<file path="config.mk">
export PLATFORM = sky130hd
export DESIGN_NAME = neuron_ctrl
export DESIGN_NICKNAME = d
export VERILOG_FILES = /design/src/rtl/neuron_pkg.sv /design/src/rtl/neuron_ctrl.sv
export SDC_FILE = /design/constraint.sdc
export NUM_CORES = 1
export LEC_CHECK = 0
export BUFFER_PORTS_ARGS = -buffer_cell sky130_fd_sc_hd__buf_2
export CAP_MARGIN = 30
export CORE_AREA = 2 2 77 42
export CTS_CLUSTER_SIZE = 24
export DETAILED_ROUTE_END_ITERATION = 10
export DIE_AREA = 0 0 79 44
export PLACE_DENSITY = 0.88
export SLEW_MARGIN = 20
export SYNTH_ARGS = -nofsm -noshare
export SYNTH_HDL_FRONTEND = slang
export SYNTH_SLANG_ARGS = --single-unit
</file>
<file path="constraint.sdc">
create_clock -name clk -period 2.78 [get_ports clk]
set_input_delay 0.417 -clock clk [delete_from_list [all_inputs] [get_ports clk]]
set_output_delay 0.417 -clock clk [all_outputs]
set_load 0.01 [all_outputs]
</file>
<file path="src/rtl/neuron_pkg.sv">
// Shared definitions for the neuron controller: FSM state encoding and the
// default in-to-out register depth of the attached neuron.
package neuron_pkg;

    localparam int LATENCY_DEFAULT = 3;

    typedef enum logic [2:0] {
        ST_IDLE   = 3'd0,
        ST_LOAD   = 3'd1,
        ST_LFLUSH = 3'd2,
        ST_RUN    = 3'd3,
        ST_RESULT = 3'd4
    } state_t;

endpackage

</file>
<file path="src/rtl/neuron_ctrl.sv">
// Controller that streams weight words into a neuron, launches one sample at a
// time, waits out the neuron pipeline and hands back the registered decision.
module neuron_ctrl
    import neuron_pkg::*;
#(
    parameter int SIZE      = 8,
    parameter int ADDR_SIZE = 3,
    parameter int LATENCY   = LATENCY_DEFAULT
) (
    input  logic                 clk,
    input  logic                 rst,
    input  logic                 w_valid,
    output logic                 w_ready,
    input  logic [7:0]           w_data,
    input  logic                 s_valid,
    output logic                 s_ready,
    input  logic [SIZE-1:0]      s_data,
    output logic                 r_valid,
    input  logic                 r_ready,
    output logic                 r_data,
    output logic [SIZE-1:0]      n_in,
    output logic [7:0]           n_set_weight,
    output logic [ADDR_SIZE-1:0] n_set_addr,
    output logic                 n_swr,
    input  logic                 n_out,
    output logic                 busy
);

    localparam int CNT_W = $clog2(LATENCY + 2);
    localparam logic [ADDR_SIZE-1:0] LAST_WORD = ADDR_SIZE'(SIZE - 1);
    localparam logic [CNT_W-1:0]     LAT_LAST  = CNT_W'(LATENCY);

    state_t                 state_r;
    state_t                 next_state_s;
    logic [ADDR_SIZE-1:0]   word_cnt_r;
    logic [CNT_W-1:0]       lat_cnt_r;
    logic                   w_fire_s;
    logic                   s_fire_s;
    logic                   last_word_s;
    logic                   run_done_s;

    assign w_fire_s    = w_valid && w_ready;
    assign s_fire_s    = s_valid && s_ready;
    assign last_word_s = (word_cnt_r == LAST_WORD);
    assign run_done_s  = (state_r == ST_RUN) && (lat_cnt_r == LAT_LAST);

    // State register.
    always_ff @(posedge clk or posedge rst) begin
        if (rst) begin
            state_r <= ST_IDLE;
        end else begin
            state_r <= next_state_s;
        end
    end

    // Next-state decode and handshake readies; a weight word beats a sample in IDLE.
    always_comb begin
        next_state_s = state_r;
        w_ready      = 1'b0;
        s_ready      = 1'b0;
        case (state_r)
            ST_IDLE: begin
                w_ready = 1'b1;
                s_ready = !w_valid;
                if (w_valid) begin
                    if (last_word_s) begin
                        next_state_s = ST_LFLUSH;
                    end else begin
                        next_state_s = ST_LOAD;
                    end
                end else if (s_valid) begin
                    next_state_s = ST_RUN;
                end else begin
                    next_state_s = ST_IDLE;
                end
            end
            ST_LOAD: begin
                w_ready = 1'b1;
                if (w_valid && last_word_s) begin
                    next_state_s = ST_LFLUSH;
                end else begin
                    next_state_s = ST_LOAD;
                end
            end
            ST_LFLUSH: begin
                next_state_s = ST_IDLE;
            end
            ST_RUN: begin
                if (run_done_s) begin
                    next_state_s = ST_RESULT;
                end else begin
                    next_state_s = ST_RUN;
                end
            end
            ST_RESULT: begin
                if (r_ready) begin
                    next_state_s = ST_IDLE;
                end else begin
                    next_state_s = ST_RESULT;
                end
            end
            default: begin
                next_state_s = ST_IDLE;
            end
        endcase
    end

    // Weight write port: each accepted word is presented to the neuron one cycle later.
    always_ff @(posedge clk or posedge rst) begin
        if (rst) begin
            word_cnt_r   <= '0;
            n_swr        <= 1'b0;
            n_set_addr   <= '0;
            n_set_weight <= 8'd0;
        end else begin
            n_swr <= w_fire_s;
            if (w_fire_s) begin
                n_set_addr   <= word_cnt_r;
                n_set_weight <= w_data;
                if (last_word_s) begin
                    word_cnt_r <= '0;
                end else begin
                    word_cnt_r <= word_cnt_r + ADDR_SIZE'(1);
                end
            end else begin
                word_cnt_r <= word_cnt_r;
            end
        end
    end

    // Sample launch, pipeline wait and result capture.
    always_ff @(posedge clk or posedge rst) begin
        if (rst) begin
            n_in      <= '0;
            lat_cnt_r <= '0;
            r_valid   <= 1'b0;
            r_data    <= 1'b0;
            busy      <= 1'b0;
        end else begin
            busy <= (next_state_s != ST_IDLE);
            if (s_fire_s) begin
                n_in      <= s_data;
                lat_cnt_r <= '0;
            end else if (state_r == ST_RUN) begin
                lat_cnt_r <= lat_cnt_r + CNT_W'(1);
            end else begin
                lat_cnt_r <= lat_cnt_r;
            end
            if (run_done_s) begin
                r_valid <= 1'b1;
                r_data  <= n_out;
            end else if ((state_r == ST_RESULT) && r_ready) begin
                r_valid <= 1'b0;
            end else begin
                r_valid <= r_valid;
            end
        end
    end

endmodule

</file>
==> flow_metrics.tcl, run 1 <==
set metrics [dict create \
    hold_viol 0 \
    cts_hold_buf 0 \
    synth_edf_count 0 \
    ys_seq_elements 32 \
    clock_sinks 32 \
    ir_drop_mv 0.524 \
    drive_above_1_share_pct 52.3 \
    yosysSeqAreaShare_pct 56.5 \
    synth.mux.area_fraction_pct 20.0 \
    end_kind "flop" \
    num_antenna_cells 0 \
    fin_crit_sh_pct 63.6 \
    pin_count 47 \
    slew_violations 0 \
    clock_latency_ps 280 \
    port_buffers 46 \
    cts_buffers 5 \
    cp-start-kind "flop" \
    drt_pass1_iterations 4 \
    ys_types 29 \
    die_h_um 44 \
    powerDensity_mw_per_mm2 1080 \
    synth_compound_area_share_pct 3.53 \
    dpl-instance-area_mm2 0.00165 \
    clock_path_buffers 2 \
    dieWidth_um 79 \
    use_met2_pct 25.1 \
    netlist_instances 101 \
    grt_util_met3_pct 6.88 \
    required_ps 2950 \
    yosysTopAreaCell "dfrtp_1" \
    fin_skew_ps 6.78 \
    num_vias 952 \
    syn_nets 127 \
    dpl.hpwl_um 1810 \
    grt_max_degree 33 \
    viasPerCell 4.98 \
    met1_usage_pct 22.6 \
    core_mm2 0.00284 \
    hold_ws_ps 198 \
    power_uw 1900 \
    critPathArrivalTime_ps 1940 \
    p_leak_uw 0.000872 \
    hp-class "primary input to async pin" \
    cts_tree "built" \
    drv_cap 0 \
    fillCellCount 237 \
    postCtsSetupBuffers 0 \
    syn_to_final_growth_pct 24.2 \
    start_util_pct 50.0 \
    max_freq_mhz 566 \
    tns_ps 0 \
    syn_area_per_cell_um2 14.0 \
    drc 0 \
    setup_viol 0 \
    design_area_mm2 0.00176 \
    yosys_warnings 0 \
    grt_setup_unrepaired "no" \
    post_synth_fa_ha_maj_area_fraction_pct 3.53 \
    status "complete, no violations" \
    syn-cell-area_mm2 0.00142 \
    cts.repair.resized 0 \
    clk_pin_slew_ps 70 \
    fin_crit_ps 1770 \
    fin_nets 176 \
    worst_pin_slew_ps 837 \
    wl_um 2550 \
    gp_congestion 0.767 \
    cp_max_fo 16 \
    ant_nets 0 \
    cts_max_level 2 \
    synth-xor-area-share_pct 0.618 \
    synth_top_area_share_pct 56.5 \
    async_reset_ff_share_pct 100 \
    wl_per_cell_um 13.4 \
    grt_usage_pct 17.0 \
    multi_input_area_um2 549 \
    gr-total-overflow 0 \
    slew_headroom_pct 44.1 \
    ys.flop_type "dfrtp_1" \
    clk_root_buffer_cell "clkbuf_8" \
    yosys-top-cells-area "dfrtp_1 (56%), mux2_2 (12%), mux2_4 (7.4%)" \
    criticalPathCategory "flop to flop" \
    num_rows 14 \
    grt_pass1_wl_um 4220 \
    grt_pass1_vias 902 \
    dieArea_mm2 0.00348 \
    synth_top_family_by_area "multiplexers" \
    drtIter0Drc 31 \
    synth_simple_gate_area_share_pct 11.0 \
    antenna_found_initial 0 \
    regArea_um2 801 \
    top_usage_layer "met2" \
]
-- layer usage --
layer / part of all wire [%] / up-vias
li1: - / 446
met1: 46 / 457
met2: 44 / 42
met3: 8.0 / 7
met4: 1.8 / 0
met5: 0 / -
-- worst paths after layout --
path | depth (start not counted) | to | from | slack (ps)
hold reg to reg | 1 | r_data | r_data | 500
max in group asynchronous | 3 | state_r[1] | rst | 2280
min in group clk | 2 | n_in[6] | s_data[6] | 360
hold / removal | 3 | n_in[3] | rst | 200
setup / recovery | 2 | n_set_weight[5] | state_r[1] | 1010
setup reg to reg | 2 | n_set_weight[5] | state_r[1] | 1010
-- Yosys cell counts, types with 2 or more instances --
master    number
inv_1          4
ha_1           4
buf_4          2
nor2b_1        3
buf_6          2
nand3b_1       2
mux2_2        15
nand2_1        3
dfrtp_1       32
nor2_1         6
mux2_4         7
a21oi_1        2
o21ai_0        3
-- power by group --
part	internal (µW)	switching [µW]	total, µW
Clock	266	168	433
Sequential	663	130	793
Combinational	372	299	670
Total	1300	597	1900
-- stage by stage --
step / utilization, % / std cells / setup slack (ps)
2_1_floorplan: - / 101 / 1350
3_3_place_gp: 58.2 / 183 / 998
3_5_place_dp: 58.2 / 183 / 943
4_1_cts: 62.0 / 191 / 993
5_1_grt: 62.0 / 191 / 891
6_report: 62.0 / 191 / 1010
-- flip-flops by register name, indices dropped and copies added (netlist names) --
signal	cells
n_swr	1
state_r	3
busy	1
lat_cnt_r	3
r_valid	1
n_set_weight	8
n_set_addr	3
n_in	8
word_cnt_r	3
r_data	1
-- kinds of logic (layout without fill, tap and decap cells) --
kind of cell / count (synthesis) / after routing
AO/OA/AOI/OAI: 8 / 8
XOR/XNOR: 1 / 1
adder cells (fa/ha/maj): 4 / 4
buffers and inverters: 9 / 59
flip-flops: 32 / 32
multiplexers: 23 / 23
AND/OR/NAND/NOR: 24 / 24
-- cells in the final DEF (no fill, tap or decap), drive strengths merged --
master and count:
buf 47, dfrtp 32, mux2 22, nor2 6, clkbuf 6, inv 4, ha 4, nor2b 3
nand2 3, o21ai 3, a21oi 2, nand3b 2, and2 2, and3b 2, nor3 1, xnor2 1
mux2i 1, a211oi 1, nor3b 1, nor4b 1, a21o 1, or3 1, a32o 1, nand4bb 1
nor4 1, bufinv 1, clkinv 1
-- critical path, stage by stage (launching register included) --
cell and delay (ps):
dfrtp_1 490, nor3b_4 760, mux2_2 410
-- final cells by class --
cell class / instances / area share (%)
clock buffer: 6 / 4.12
clock inverter: 2 / 1.99
inverter: 4 / 0.853
multi-input combinational: 60 / 31.2
sequential: 32 / 45.5
tap: 40 / 2.84
timing repair buffer: 47 / 13.5
Note: power is estimated with default switching activity, not from simulation.
==> run 2, diff against run 1 <==
Settings changed: CORE_AREA 2 2 77 42 to 2 2 80 44, DIE_AREA 0 0 79 44 to 0 0 82 46, PLACE_DENSITY 0.88 to 0.82.
Clock period 2.78 ns to 1.75 ns, I/O delays scaled along.
==> run 2 against run 1 <==
  * Cell area grew 2.6%
  * Combinational power rose by 72%
  * Cell count rose by 3.1%
  * Non-clock buffer count increased by 4
  * Die area up 8.5%
  * Worst setup slack got worse by 900 ps
  * Largest cell class unchanged
  * Largest power group unchanged
  * Highest routed layer unchanged
==> flow_metrics.tcl, run 2 (synthesized netlist as in run 1, its figures left out) <==
set metrics [dict create \
    cts_hold_buf 0 \
    critPathArrivalTime_ps 1780 \
    ir_drop_mv 1.01 \
    max_freq_mhz 611 \
    status "complete, no violations" \
    dieArea_mm2 0.00377 \
    fin_crit_ps 1640 \
    final_cell_mix "buf_2 (46), dfrtp_1 (32), mux2_2 (15)" \
    cpPeakStageDelay_ps 410 \
    gp_congestion 0.745 \
    clk_pin_slew_ps 70 \
    cp_slowest_cell "dfrtp_1" \
    num_rows 15 \
    multi_input_area_um2 549 \
    grt_pass1_vias 913 \
    powerDensity_mw_per_mm2 1700 \
    criticalPathCategory "flop to flop" \
    cp_max_fo 5 \
    grt_max_degree 33 \
    port_buffers 46 \
    start_util_pct 45.0 \
    drtIter0Drc 93 \
    final_common_cell "buf_2" \
    num_antenna_cells 0 \
    syn_to_final_growth_pct 27.4 \
    antenna_found_initial 0 \
    clk_root_buffer_cell "clkbuf_8" \
    postCtsSetupBuffers 0 \
    slew_headroom_pct 73.0 \
    path_cells "ha_1, ha_1, and3b_2, o21ai_0, nand4bb_1" \
    grt_setup_unrepaired "no" \
    drv_cap 0 \
    fillCellCount 255 \
    dieWidth_um 82 \
    hold_viol 0 \
    clock_path_buffers 2 \
    drc 0 \
    worst_pin_slew_ps 406 \
    pre_cts_ws_ps 163 \
    path_common_cell "ha_1" \
    pin_count 47 \
    hp-class "primary input to async pin" \
    num_vias 938 \
    wl_um 2740 \
    setup_viol 0 \
    cts_max_level 2 \
    drive_above_1_share_pct 53.5 \
    wl_per_cell_um 13.9 \
    viasPerCell 4.76 \
    rrSetupSlack_ps 110 \
    core_mm2 0.00315 \
    fin_ws_ps 112 \
    required_ps 1890 \
    cts.repair.resized 0 \
    fin_skew_ps 5.66 \
    cp-start-kind "flop" \
    gr-total-overflow 0 \
    cts_buffers 5 \
    clock_sinks 32 \
    biggestRegsByFlops "n_in: 8 flops, n_set_weight: 8 flops" \
    regArea_um2 801 \
    grt_usage_pct 16.2 \
    dpl.hpwl_um 2020 \
    clock_latency_ps 280 \
    fin_nets 180 \
    fin_util_pct 57.3 \
    slew_violations 0 \
    ant_nets 0 \
    cts_tree "built" \
    tns_ps 0 \
    die_h_um 46 \
    p_leak_uw 0.000897 \
    end_kind "flop" \
    drt_pass1_iterations 4 \
    fin_crit_sh_pct 93.6 \
    grt_pass1_wl_um 4320 \
]
## run 2: per-layer routing
| metal | GRT usage, % | up-vias | wire length, µm |
|---|---|---|---|
| met2 | 23.7 | 36 | 1250 |
| met1 | 21.7 | 441 | 1270 |
| met3 | 6.15 | 7 | 166 |
| met4 | 6.67 | 0 | 45 |
| li1 | - | 454 | - |
| met5 | 0 | - | 0 |
## run 2: power breakdown
group          switching [µW]  total [µW]  leakage (µW)  internal, µW
logic                     519        1150      0.000460           629
clock network             265         687     0.0000552           422
registers                 186        1240      0.000382          1050
## run 2: final timing paths
| path | startpoint | end | depth (start not counted) |
|---|---|---|---|
| setup / recovery | word_cnt_r[0] | busy | 5 |
| hold / removal | rst | word_cnt_r[0] | 3 |
| setup reg to reg | word_cnt_r[0] | busy | 5 |
| hold reg to reg | r_data | r_data | 1 |
| max in group asynchronous | rst | n_set_weight[4] | 3 |
| min in group clk | w_data[0] | n_set_weight[0] | 2 |
## run 2: critical path: cells and delay by family, from the launching register on
family / cells / cell delay, ps
simple gates: 2 / 360
flops: 1 / 410
fa+ha+maj: 2 / 470
compound gates: 1 / 260
## run 2: stage by stage
| step | instances | power (µW) | area (µm²) | hold WS, ps |
|---|---|---|---|---|
| finish | 197 | 3070 | 1810 | 60.7 |
| global route | 197 | 3280 | 1810 | 86.8 |
| CTS | 197 | 3110 | 1810 | 65.8 |
| detailed placement | 189 | 2400 | 1700 | 368 |
| global placement | 189 | 2330 | 1700 | 353 |
| floorplan | 101 | 2010 | 1420 | 379 |
## run 2: layout make-up
class                      count  share of cell area (%)
tap                           42                    2.91
clock buffer                   6                    4.02
sequential                    32                    44.4
timing repair buffer          51                    15.5
clock inverter                 2                    1.94
multi-input combinational     60                    30.4
inverter                       4                   0.832
==> run 3, diff against run 2 <==
--- a/config.mk
+++ b/config.mk
@@ -8,9 +8,9 @@
 export BUFFER_PORTS_ARGS = -buffer_cell sky130_fd_sc_hd__buf_2
 export CAP_MARGIN = 30
-export CORE_AREA = 2 2 80 44
+export CORE_AREA = 10 10 92 54
 export CTS_CLUSTER_SIZE = 24
 export DETAILED_ROUTE_END_ITERATION = 10
-export DIE_AREA = 0 0 82 46
-export PLACE_DENSITY = 0.82
+export DIE_AREA = 0 0 102 64
+export PLACE_DENSITY = 0.78
 export SLEW_MARGIN = 20
 export SYNTH_ARGS = -nofsm -noshare
==> constraint.sdc (replaced) <==
create_clock -name clk -period 1.5 [get_ports clk]
set_input_delay 0.15 -clock clk [delete_from_list [all_inputs] [get_ports clk]]
set_output_delay 0.15 -clock clk [all_outputs]
set_load 0.01 [all_outputs]
==> run 3 against run 2 <==
  * Flip-flop and latch count stayed put
  * Critical path depth shrank 2
  * Global-route usage fell by 6.6 points
  * Die area rose by 73%
  * Sequential power rose by 16%
  * First-iteration DRC count down 74%
  * Largest cell class unchanged
  * Highest routed layer unchanged
==> flow_metrics.tcl, run 3 (synthesized netlist as in run 1, its figures left out) <==
set metrics [dict create \
    grt_setup_unrepaired "yes" \
    grt_pass1_wl_um 4810 \
    biggestRegsByFlops "n_in: 8 flops, n_set_weight: 8 flops" \
    clk_pin_slew_ps 70 \
    clock_path_buffers 2 \
    required_ps 1350 \
    final_cells 201 \
    num_rows 15 \
    multi_input_area_um2 568 \
    drtIter0Drc 24 \
    num_antenna_cells 0 \
    ant_nets 0 \
    worst_pin_slew_ps 314 \
    clock_sinks 32 \
    reg2reg_depth 4 \
    powerDensity_mw_per_mm2 1960 \
    dp_cells 192 \
    cts_max_level 2 \
    cp-start-kind "flop" \
    slew_headroom_pct 79.1 \
    port_buffers 46 \
    dieArea_mm2 0.00653 \
    whs_endpoint "n_in[4]" \
    cp_max_fo 5 \
    worstReg2RegEnd "n_in[0]" \
    drt_pass1_iterations 4 \
    gp_congestion 0.753 \
    num_vias 963 \
    status "complete, no violations" \
    tns_ps 0 \
    drv_cap 0 \
    drc 0 \
    antenna_found_initial 0 \
    regArea_um2 801 \
    min_from "s_data[4]" \
    wl_per_cell_um 15.0 \
    rrSetupSlack_ps 50 \
    fin_skew_ps 5.04 \
    cts_buffers 5 \
    end_kind "primary output" \
    gr-total-overflow 0 \
    wl_um 3010 \
    fin_crit_sh_pct 97.2 \
    start_util_pct 42.4 \
    postCtsSetupBuffers 0 \
    max_freq_mhz 686 \
    viasPerCell 4.79 \
    critPathArrivalTime_ps 1310 \
    final_cell_mix "buf_2 (46), dfrtp_1 (32), mux2_2 (15)" \
    die_h_um 64 \
    p_leak_uw 0.000914 \
    fillCellCount 280 \
    clk_root_buffer_cell "clkbuf_8" \
    dpl.hpwl_um 2310 \
    grt_usage_pct 9.57 \
    criticalPathCategory "flop to primary output" \
    slew_violations 0 \
    syn_to_final_growth_pct 31.0 \
    rr_startpoint "state_r[2]" \
    hold_viol 0 \
    holdPathStages 2 \
    setup_viol 0 \
    grt_pass1_vias 997 \
    cts_tree "built" \
    dieWidth_um 102 \
    final_common_cell "buf_2" \
    pin_count 47 \
    grt_max_degree 20 \
    clock_latency_ps 280 \
    drive_above_1_share_pct 57.2 \
    fin_nets 184 \
    core_mm2 0.00334 \
    fin_crit_ps 1460 \
    ir_drop_mv 0.794 \
    hp-class "primary input to flop" \
]
[run 3: worst max-delay path by stage]
stage                   from             to  cells after the start
4_1_cts        word_cnt_r[0]           busy                      5
5_1_grt           state_r[1]        s_ready                      3
3_5_place_dp   word_cnt_r[0]           busy                      5
6_report          state_r[1]        s_ready                      3
2_1_floorplan     state_r[1]  n_set_addr[0]                      4
3_3_place_gp   word_cnt_r[0]           busy                      5
[run 3: cell type report]
type / count / area share [%]
flip-flops and latches: 32 / 43.1
multi-input cells: 60 / 30.6
repair buffers: 55 / 16.8
clock buffers: 6 / 3.91
well taps: 42 / 2.83
clock inverters: 2 / 1.89
inverters: 4 / 0.809
[run 3: repair_timing]
item,in CTS,in global routing
resized for setup,1,6
hold buffers,1,0
setup endpoints to repair,1,3
endpoints found under the hold margin,32,0
[run 3: power breakdown]
part / total [µW] / switching, µW / internal (µW)
Sequential: 1440 / 208 / 1230
Clock: 804 / 311 / 492
Combinational: 1390 / 623 / 771
Total: 3640 / 1140 / 2490
[run 3: worst max-delay path, cell delays in order, from the launching register on]
cell and delay, ps:
dfrtp_1 410, buf_4 160, nor4_2 270, buf_2 180
[run 3: through the flow]
stage | utilization, % | cell area, µm² | hold slack (ps) | power [µW] | worst slack, ps
floorplan | - | 1420 | 266 | 2340 | 73.6
global placement | 51.5 | 1720 | 179 | 2790 | 4.26
detailed placement | 51.5 | 1720 | 176 | 2850 | 0.0250
CTS | 55.0 | 1840 | 85.8 | 3670 | 2.02
global route | 55.6 | 1860 | 89.9 | 3880 | -14.3
finish | 55.6 | 1860 | 94.0 | 3640 | 41.5
[run 3: layer usage]
metal / vias up / share of wire [%] / global-route usage (%)
met4: 0 / 1.5 / 5.77
met1: 477 / 38 / 8.86
met3: 5 / 2.9 / 2.36
met2: 19 / 57 / 18.6
met5: - / 0 / 0
li1: 462 / - / -
